$ cat config.mk
export PLATFORM = sky130hd
export DESIGN_NAME = button_debounce_bank
export DESIGN_NICKNAME = d
export VERILOG_FILES = /design/src/rtl/button_debounce_bank_pkg.sv /design/src/rtl/button_debounce_bank_channel.sv /design/src/rtl/button_debounce_bank.sv
export SDC_FILE = /design/constraint.sdc
export NUM_CORES = 1
export LEC_CHECK = 0
export CORE_MARGIN = 5
export CORE_UTILIZATION = 50
export DETAILED_ROUTE_END_ITERATION = 10
export HOLD_SLACK_MARGIN = 0.1
export PLACE_DENSITY = 0.69
export SLEW_MARGIN = 10
export SYNTH_ARGS = -nofsm -noshare
export SYNTH_HDL_FRONTEND = slang
export SYNTH_SLANG_ARGS = --single-unit
$ cat constraint.sdc
create_clock -name clk -period 3.9 [get_ports clk]
set_input_delay 0.585 -clock clk [delete_from_list [all_inputs] [get_ports clk]]
set_output_delay 0.585 -clock clk [all_outputs]
set_load 0.005 [all_outputs]
$ cat src/rtl/button_debounce_bank_pkg.sv
// Shared definitions for the push-button debounce bank: channel state
// encoding, button index constants and the default debounce length.
package btn_pkg;

    // Channel FSM states. Bit 1 set means the debounced level is high
    // (PRESSED and RELEASE_PEND both report the button as held).
    typedef enum logic [1:0] {
        RELEASED     = 2'd0,
        PRESS_PEND   = 2'd1,
        PRESSED      = 2'd2,
        RELEASE_PEND = 2'd3
    } btn_state_e;

    // Plain-vector aliases used inside the FSM logic.
    localparam logic [1:0] ST_RELEASED     = 2'd0;
    localparam logic [1:0] ST_PRESS_PEND   = 2'd1;
    localparam logic [1:0] ST_PRESSED      = 2'd2;
    localparam logic [1:0] ST_RELEASE_PEND = 2'd3;

    // Button positions on ui_in[5:0].
    localparam int BTN_D4   = 0;
    localparam int BTN_D6   = 1;
    localparam int BTN_D8   = 2;
    localparam int BTN_D10  = 3;
    localparam int BTN_D20  = 4;
    localparam int BTN_D100 = 5;

    // About 10 ms at 32768 Hz.
    localparam int DEFAULT_DEBOUNCE_CYCLES = 328;

endpackage

$ cat src/rtl/button_debounce_bank_channel.sv
// One debounce channel: 2-flop synchroniser, 4-state stability FSM with a
// sample counter, and (with DEBOUNCE_AUTOREPEAT_EN defined) a hold counter
// that re-issues press pulses while the button stays down.
// The FSM state is exported so the bank can derive the level from it and
// so checkers can observe it directly.
module debounce_channel
    import btn_pkg::*;
#(
    parameter int DEBOUNCE_CYCLES = DEFAULT_DEBOUNCE_CYCLES,
    parameter int REPEAT_DELAY    = 16384,
    parameter int REPEAT_PERIOD   = 4096
) (
    input  logic       clk,
    input  logic       rst_n,
    input  logic       raw,
    output logic [1:0] state,
    output logic       press,
    output logic       release_pulse
);

    localparam int CW = $clog2(DEBOUNCE_CYCLES + 1);
    localparam logic [CW-1:0] CNT_LAST = CW'(DEBOUNCE_CYCLES - 1);

    // Reject parameter values the counter logic cannot honour.
    if (DEBOUNCE_CYCLES < 2 || DEBOUNCE_CYCLES > 4095 ||
        REPEAT_DELAY < 1 || REPEAT_PERIOD < 1) begin : g_bad_param
        $error("debounce_channel: illegal parameter value");
    end

    logic          s1;
    logic          s2;
    logic [CW-1:0] cnt;
    logic [CW-1:0] cnt_nxt;
    logic [1:0]    state_nxt;
    logic          press_nxt;
    logic          release_nxt;

`ifdef DEBOUNCE_AUTOREPEAT_EN
    localparam int HOLD_MAX = (REPEAT_DELAY > REPEAT_PERIOD) ? REPEAT_DELAY : REPEAT_PERIOD;
    localparam int HW = $clog2(HOLD_MAX + 1);
    localparam logic [HW-1:0] HOLD_DELAY_LAST  = HW'(REPEAT_DELAY - 1);
    localparam logic [HW-1:0] HOLD_PERIOD_LAST = HW'(REPEAT_PERIOD - 1);

    logic [HW-1:0] hold;
    logic [HW-1:0] hold_nxt;
    logic          repeating;
    logic          repeating_nxt;
`endif

    // Two-flop synchroniser; only s2 is allowed to reach the FSM.
    always_ff @(posedge clk or negedge rst_n) begin
        if (!rst_n) begin
            s1 <= 1'b0;
            s2 <= 1'b0;
        end else begin
            s1 <= raw;
            s2 <= s1;
        end
    end

    // Next-state logic: a level change is accepted only after the
    // synchronised input has held its new value for DEBOUNCE_CYCLES samples.
    always_comb begin
        state_nxt   = state;
        cnt_nxt     = cnt;
        press_nxt   = 1'b0;
        release_nxt = 1'b0;
`ifdef DEBOUNCE_AUTOREPEAT_EN
        hold_nxt      = hold;
        repeating_nxt = repeating;
`endif
        case (state)
            ST_RELEASED: begin
`ifdef DEBOUNCE_AUTOREPEAT_EN
                hold_nxt      = '0;
                repeating_nxt = 1'b0;
`endif
                if (s2) begin
                    state_nxt = ST_PRESS_PEND;
                    cnt_nxt   = CW'(1);
                end else begin
                    cnt_nxt = '0;
                end
            end
            ST_PRESS_PEND: begin
                if (!s2) begin
                    state_nxt = ST_RELEASED;
                    cnt_nxt   = '0;
                end else if (cnt == CNT_LAST) begin
                    state_nxt = ST_PRESSED;
                    cnt_nxt   = '0;
                    press_nxt = 1'b1;
`ifdef DEBOUNCE_AUTOREPEAT_EN
                    hold_nxt      = '0;
                    repeating_nxt = 1'b0;
`endif
                end else begin
                    cnt_nxt = cnt + CW'(1);
                end
            end
            ST_PRESSED: begin
                if (!s2) begin
                    // Hold counter is left untouched: it freezes while the
                    // release is being qualified.
                    state_nxt = ST_RELEASE_PEND;
                    cnt_nxt   = CW'(1);
                end else begin
`ifdef DEBOUNCE_AUTOREPEAT_EN
                    // First repeat after REPEAT_DELAY, then every REPEAT_PERIOD.
                    if ((!repeating && hold == HOLD_DELAY_LAST) ||
                        ( repeating && hold == HOLD_PERIOD_LAST)) begin
                        press_nxt     = 1'b1;
                        hold_nxt      = '0;
                        repeating_nxt = 1'b1;
                    end else begin
                        hold_nxt = hold + HW'(1);
                    end
`endif
                end
            end
            ST_RELEASE_PEND: begin
                if (s2) begin
                    state_nxt = ST_PRESSED;
                end else if (cnt == CNT_LAST) begin
                    state_nxt   = ST_RELEASED;
                    cnt_nxt     = '0;
                    release_nxt = 1'b1;
                end else begin
                    cnt_nxt = cnt + CW'(1);
                end
            end
            default: begin
                state_nxt = ST_RELEASED;
                cnt_nxt   = '0;
            end
        endcase
    end

    // FSM, counter and registered pulse outputs.
    always_ff @(posedge clk or negedge rst_n) begin
        if (!rst_n) begin
            state         <= ST_RELEASED;
            cnt           <= '0;
            press         <= 1'b0;
            release_pulse <= 1'b0;
        end else begin
            state         <= state_nxt;
            cnt           <= cnt_nxt;
            press         <= press_nxt;
            release_pulse <= release_nxt;
        end
    end

`ifdef DEBOUNCE_AUTOREPEAT_EN
    // Hold counter and first-repeat flag for auto-repeat.
    always_ff @(posedge clk or negedge rst_n) begin
        if (!rst_n) begin
            hold      <= '0;
            repeating <= 1'b0;
        end else begin
            hold      <= hold_nxt;
            repeating <= repeating_nxt;
        end
    end
`endif

endmodule

$ cat src/rtl/button_debounce_bank.sv
// Debounce bank for the dice push-buttons (ui_in[5:0]). Each button gets an
// independent debounce_channel; the bank collects clean levels, one-cycle
// press/release pulses and an any-press strobe for the digit counter.
// Optional build macro: DEBOUNCE_AUTOREPEAT_EN (press auto-repeat while held).
module button_debounce_bank
    import btn_pkg::*;
#(
    parameter int NUM_BTN         = 6,
    parameter int DEBOUNCE_CYCLES = DEFAULT_DEBOUNCE_CYCLES,
    parameter int REPEAT_DELAY    = 16384,
    parameter int REPEAT_PERIOD   = 4096
) (
    input  logic               clk,
    input  logic               rst_n,
    input  logic [NUM_BTN-1:0] btn_raw,
    output logic [NUM_BTN-1:0] btn_level,
    output logic [NUM_BTN-1:0] btn_press,
    output logic [NUM_BTN-1:0] btn_release,
    output logic               any_press
);

    logic [1:0] chan_state [NUM_BTN];

    for (genvar i = 0; i < NUM_BTN; i++) begin : g_chan
        debounce_channel #(
            .DEBOUNCE_CYCLES (DEBOUNCE_CYCLES),
            .REPEAT_DELAY    (REPEAT_DELAY),
            .REPEAT_PERIOD   (REPEAT_PERIOD)
        ) u_chan (
            .clk           (clk),
            .rst_n         (rst_n),
            .raw           (btn_raw[i]),
            .state         (chan_state[i]),
            .press         (btn_press[i]),
            .release_pulse (btn_release[i])
        );
    end

    // Debounced level is high in PRESSED and RELEASE_PEND; this is a decode
    // of registered state, so it changes on the same edge as the press pulse.
    always_comb begin
        btn_level = '0;
        for (int i = 0; i < NUM_BTN; i++) begin
            btn_level[i] = (chan_state[i] == ST_PRESSED) ||
                           (chan_state[i] == ST_RELEASE_PEND);
        end
    end

    // Combined strobe straight from the registered press pulses.
    always_comb begin
        any_press = |btn_press;
    end

endmodule
==> impl_metrics.ini <==
[placed_design]
pre_cts_ws_ps = 1780
placed_area_sq_mm = 0.00456
port_buffers = 26
placed_cells = 529
dp_hpwl_um = 5430
place_congestion = 0.808

[timing]
hold_ws_ps = 353
rsz0062_at_grt = false
clock.fmax_ghz = 0.452
fin_skew_ps = 6.70
tightest_slew_ps = 999
fin_crit_ps = 2210
final.setup.tns_ps = 0
worst_slack_ps = 1690
finalHoldViolCount = 0
setup_viol = 0
fin_crit_sh = 0.567
drv_slew = 0
relSlewSlack = 0.334

[clock_network]
htreeDepth = 3
cts_setup_buffers = 0
clock-sinks = 90
ctsLongestPathBuffers = 2
cts-resized-gates = 0
cts_tree = done
hold_buffers = 0
clk_pin_slew_ps = 80
cts-root-buf = clkbuf_8
cts_made_buffers = 9
clkLatencyLatePin_ps = 350

[die]
die-area_sq_mm = 0.0106
initial_core_util = 0.505
fp.dieH_um = 103
coreArea_sq_mm = 0.00859
num_rows = 34
die_w_um = 103
boundaryPins = 27

[final_layout]
stdcell_area_sq_mm = 0.00475
stdcell_count = 544
diodes = 0
fin_util = 0.552
syn_to_final_growth_pct = 9.34
nets = 446
drive_above_1_share = 0.0665

[power_and_ir_drop]
power.leakage_nw = 1.98
powerDensity_mw_per_mm2 = 363
peakVddDrop_uv = 171
power_mw = 1.72

[outcome]
status = complete, no violations

[routing]
viasPerCell = 5.73
routedWlPerCell_um = 14.4
drc = 0
ant_nets = 0
drtIter0Drc = 139
dr.pass1.iters = 4
vias = 3118
routed_wl_um = 7860

[yosys]
yosysWarningCount = 0
synthArstFlopShare = 1.00
syn_inst = 428
synth_ff_type = dfrtp_1
synth_edf_count = 0
synth_fp_nets = 442
ys_ff_latch = 90
ys_seq_area_frac = 0.519
synth_area_per_cell_sq_um = 10.1
yosys.cell_types.count = 51
synth_area_sq_mm = 0.00434

[worst_hold_path]
hp-class = flip-flop to flip-flop

[worst_setup_path]
endpoint_kind = output port
cp.arrival_ps = 1630
startpoint_type = flip-flop
cp_max_fo = 2
required_ps = 3310
path_class = flip-flop to output port

[grt]
grtUsageTotal = 0.160
grt_overflow = 0
grt_pass1_wl_um = 13600
grt_max_degree = 84
first_global_vias = 2971
antenna_found_initial = 0

[job]
cap_violations = 0
report_power, final:
part	internal, mW	switching, mW	leakage (nW)	total [mW]
combinational	0.0479	0.0618	0.680	0.110
sequential	0.968	0.0507	1.20	1.02
clock	0.296	0.298	0.101	0.594
total	1.31	0.411	1.98	1.72
cells by family after synthesis:
logic type / Yosys count / synth area share
AO/OA/AOI/OAI: 80 / 0.127
adder cells (fa/ha/maj): 8 / 0.0219
XOR/XNOR: 26 / 0.0525
buffers and inverters: 46 / 0.0528
AND/OR/NAND/NOR: 169 / 0.204
multiplexers: 9 / 0.0231
flip-flops: 90 / 0.519
cell usage in the layout (no fill, tap or decap), drive strengths merged, types with 6 or more instances in the layout:
cell / netlist / final
nand3: 20 / 20
dfrtp: 90 / 90
nand2: 36 / 36
nor2: 40 / 40
nor3: 10 / 10
nor4: 6 / 6
inv: 12 / 12
clkdlybuf4s50: 0 / 25
a32o: 8 / 8
xor2: 13 / 13
o21ai: 12 / 12
clkbuf: 13 / 13
nand4: 11 / 11
ha: 6 / 6
nand2b: 9 / 9
a21oi: 13 / 13
and2: 9 / 9
nor3b: 9 / 9
xnor2: 13 / 13
a31oi: 21 / 21
cell type report:
| class | count | area, sq um |
|---|---|---|
| Sequential cell | 90 | 2250 |
| Tap cell | 108 | 135 |
| Fill cell | 765 | 3850 |
| Multi-Input combinational cell | 292 | 1860 |
| Timing Repair Buffer | 27 | 265 |
| Clock inverter | 2 | 10.0 |
| Clock buffer | 13 | 179 |
| Inverter | 12 | 45.0 |
final timing paths:
path	cells past startpoint	slack, ps	end	startpoint
max	3	1690	any_press	g_chan[2].u_chan.press
min	0	350	g_chan[3].u_chan.s2	g_chan[3].u_chan.s1
max reg2reg	5	1780	g_chan[4].u_chan.cnt[6]	g_chan[4].u_chan.cnt[0]
min reg2reg	0	350	g_chan[3].u_chan.s2	g_chan[3].u_chan.s1
max in group asynchronous	2	2830	g_chan[3].u_chan.cnt[1]	rst_n
min in group asynchronous	1	380	g_chan[3].u_chan.cnt[6]	rst_n
flip-flops by register name (all words and copies together), names as in the netlist, named ones only:
signal	flops
g_chan.u_chan.press	6
g_chan.u_chan.state	6
g_chan.u_chan.s1	6
g_chan.u_chan.s2	6
g_chan.u_chan.release_pulse	6
g_chan.u_chan.cnt	54
critical path, stage by stage (launching register included):
cell	delay [ps]
dfrtp_1	410
nor4_1	330
nand2_1	90
clkdlybuf4s50_1	450
cell usage after synthesis, types with 8 or more instances:
cell,number,area share
dfrtp_1,90,0.52
nor2_1,40,0.035
nand2_1,35,0.030
a31oi_1,21,0.030
nand3_1,20,0.023
a21oi_1,13,0.015
clkbuf_1,13,0.011
xnor2_1,13,0.026
xor2_1,13,0.026
buf_4,12,0.021
inv_1,12,0.010
o21ai_0,12,0.014
nand4_1,11,0.016
nor3_1,10,0.012
buf_2,9,0.010
nand2b_1,9,0.013
nor3b_1,9,0.016
a32o_1,8,0.018
and2_1,8,0.012
metal layers:
layer	part of all wire	vias to the layer above	track usage
li1	-	1531	-
met1	0.49	1510	0.222
met2	0.45	64	0.248
met3	0.042	13	0.0322
met4	0.018	0	0.0657
met5	0	-	0
Note: power is estimated with default switching activity, not from simulation.
==> patch: new RTL, same settings <==
The parameter `NUM_BTN` goes from 6 to 3.
--- a/src/rtl/button_debounce_bank.sv
+++ b/src/rtl/button_debounce_bank.sv
@@ -5,7 +5,7 @@
 module button_debounce_bank
     import btn_pkg::*;
 #(
-    parameter int NUM_BTN         = 6,
+    parameter int NUM_BTN         = 3,
     parameter int DEBOUNCE_CYCLES = DEFAULT_DEBOUNCE_CYCLES,
     parameter int REPEAT_DELAY    = 16384,
     parameter int REPEAT_PERIOD   = 4096
Interface: changed (resized btn_level, btn_press, btn_raw and btn_release); port bits go from 27 to 15. No check against the original RTL was run, so the function may have changed too.
==> patch against the unedited design <==
- maximum frequency is 5.5% higher
- via count is 49% lower
- power is 46% lower
- cell count is 50% lower
- setup slack better by 0.11 ns
- combinational power is 48% lower
- critical path depth is 1 lower
- area after synthesis is 49% lower
- cell area is 49% lower
- sequential cell count is 45 lower
- clock power is 39% lower
- register-to-register slack better by 0.07 ns
- routed wire length is 51% lower
- largest cell class unchanged
- largest power group unchanged
==> patch: results (changes against the unedited design) <==
[route]
num_vias=1588  ; was 3118
met1Wirelength_um=1926  ; was 3816 µm
routedWlPerCell_um=14.08  ; was 14.44 µm
drt_first_iter_violations=106  ; was 139
routed-wl-met3_um=85  ; was 333 µm

[timing]
worstMarginPinSlew_ns=0.9500  ; was 0.9992 ns
min_period_over_period_pct=53.80  ; was 56.74%
skew_ns=0.008756  ; was 0.006704 ns

[run_status]
status=completed  ; unchanged

[global_routing]
use_met1_pct=19.36  ; was 22.23%
grt_max_degree=46  ; was 84
grt_pass1_vias=1499  ; was 2971
track_usage_pct=13.94  ; was 16.04%
grt_use_met3_pct=3.396  ; was 3.219%
grt_use_met2_pct=21.65  ; was 24.81%

[synthesis]
synthesis.nets=224  ; was 442
ys_seq_area_share_pct=50.62  ; was 51.89%
syn-mean-instance-area_um2=10.30  ; was 10.14 µm²
synth.top_cells.by_area=dfrtp_1 (51%), nand2_1 (3.9%), a31oi_1 (3.7%)  ; was dfrtp_1 (52%), nor2_1 (3.5%), a31oi_1 (3.0%)
synthTopCellsByCount=dfrtp_1 (45), nand2_1 (23), a31oi_1 (13), nor2_1 (13), nand3_1 (12)  ; was dfrtp_1 (90), nor2_1 (40), nand2_1 (35)
synth-warning-count=0  ; unchanged
synth_top_area_share_pct=50.62  ; was 51.89%
synth.distinct_cells=44  ; was 51

[setup_path]
reg2reg_from=g_chan[2].u_chan.cnt[0]  ; was g_chan[4].u_chan.cnt[0]
critPathArrivalTime_ns=1.51  ; was 1.63 ns
startpoint=g_chan[1].u_chan.press  ; was g_chan[2].u_chan.press
rr_endpoint=g_chan[2].u_chan.cnt[5]  ; was g_chan[4].u_chan.cnt[6]
reg2reg_slack_ns=1.85  ; was 1.78 ns

[placement]
hpwl_um=2720  ; was 5432 µm
dpl_cell_area_um2=2322  ; was 4557 µm²
port-buffer-count=14  ; was 26
place.gp.congestion=0.7806  ; was 0.8082

[cts]
cts_buffers=5  ; was 9
h-tree-depth=2  ; was 3

[cells_and_area]
fin_cells=274  ; was 544
largest_reg_flops=27  ; was 54
nNetsFinal=229  ; was 446
drive_gt1_share_pct=8.559  ; was 6.651%

[power_and_ir_drop]
p_sw_uw=225.5  ; was 410.9 µW
pg_clk_uw=364  ; was 594 µW
p_comb_uw=57.4  ; was 110 µW
p_leak_uw=0.001031  ; was 0.001981 µW
ir_drop_uv=258.6  ; was 170.7 µV

-- patch: critical path, cell delays in order, from the launching register on --
cell and delay [ns]:
dfrtp_1 0.40, or3_1 0.37, clkdlybuf4s50_1 0.45
-- patch: cell type report --
type | count | area, µm²
multi-input combinational | 147 | 965.9
clock buffer | 5 | 68.82
fill | 373 | 1886
inverter | 8 | 30.03
clock inverter | 3 | 47.55
sequential | 45 | 1126
timing repair buffer | 14 | 135.1
tap | 52 | 65.06
-- patch: logic make-up (layout without fill, tap and decap cells) --
family	after synthesis	after routing	synth area share (%)
simple gates	81	81	20.08
flops	45	45	50.62
xor+xnor	11	11	4.668
compound gates	49	49	15.47
mux	2	2	1.012
buf+inv	24	30	5.961
fa+ha+maj	4	4	2.194
-- patch: through the flow --
stage | power [µW] | hold slack [ns]
2_1_floorplan | 551.1 | 0.2894
3_3_place_gp | 571.8 | 0.3359
3_5_place_dp | 574.6 | 0.3403
4_1_cts | 941.8 | 0.3629
5_1_grt | 973.0 | 0.3790
6_report | 929.1 | 0.3590
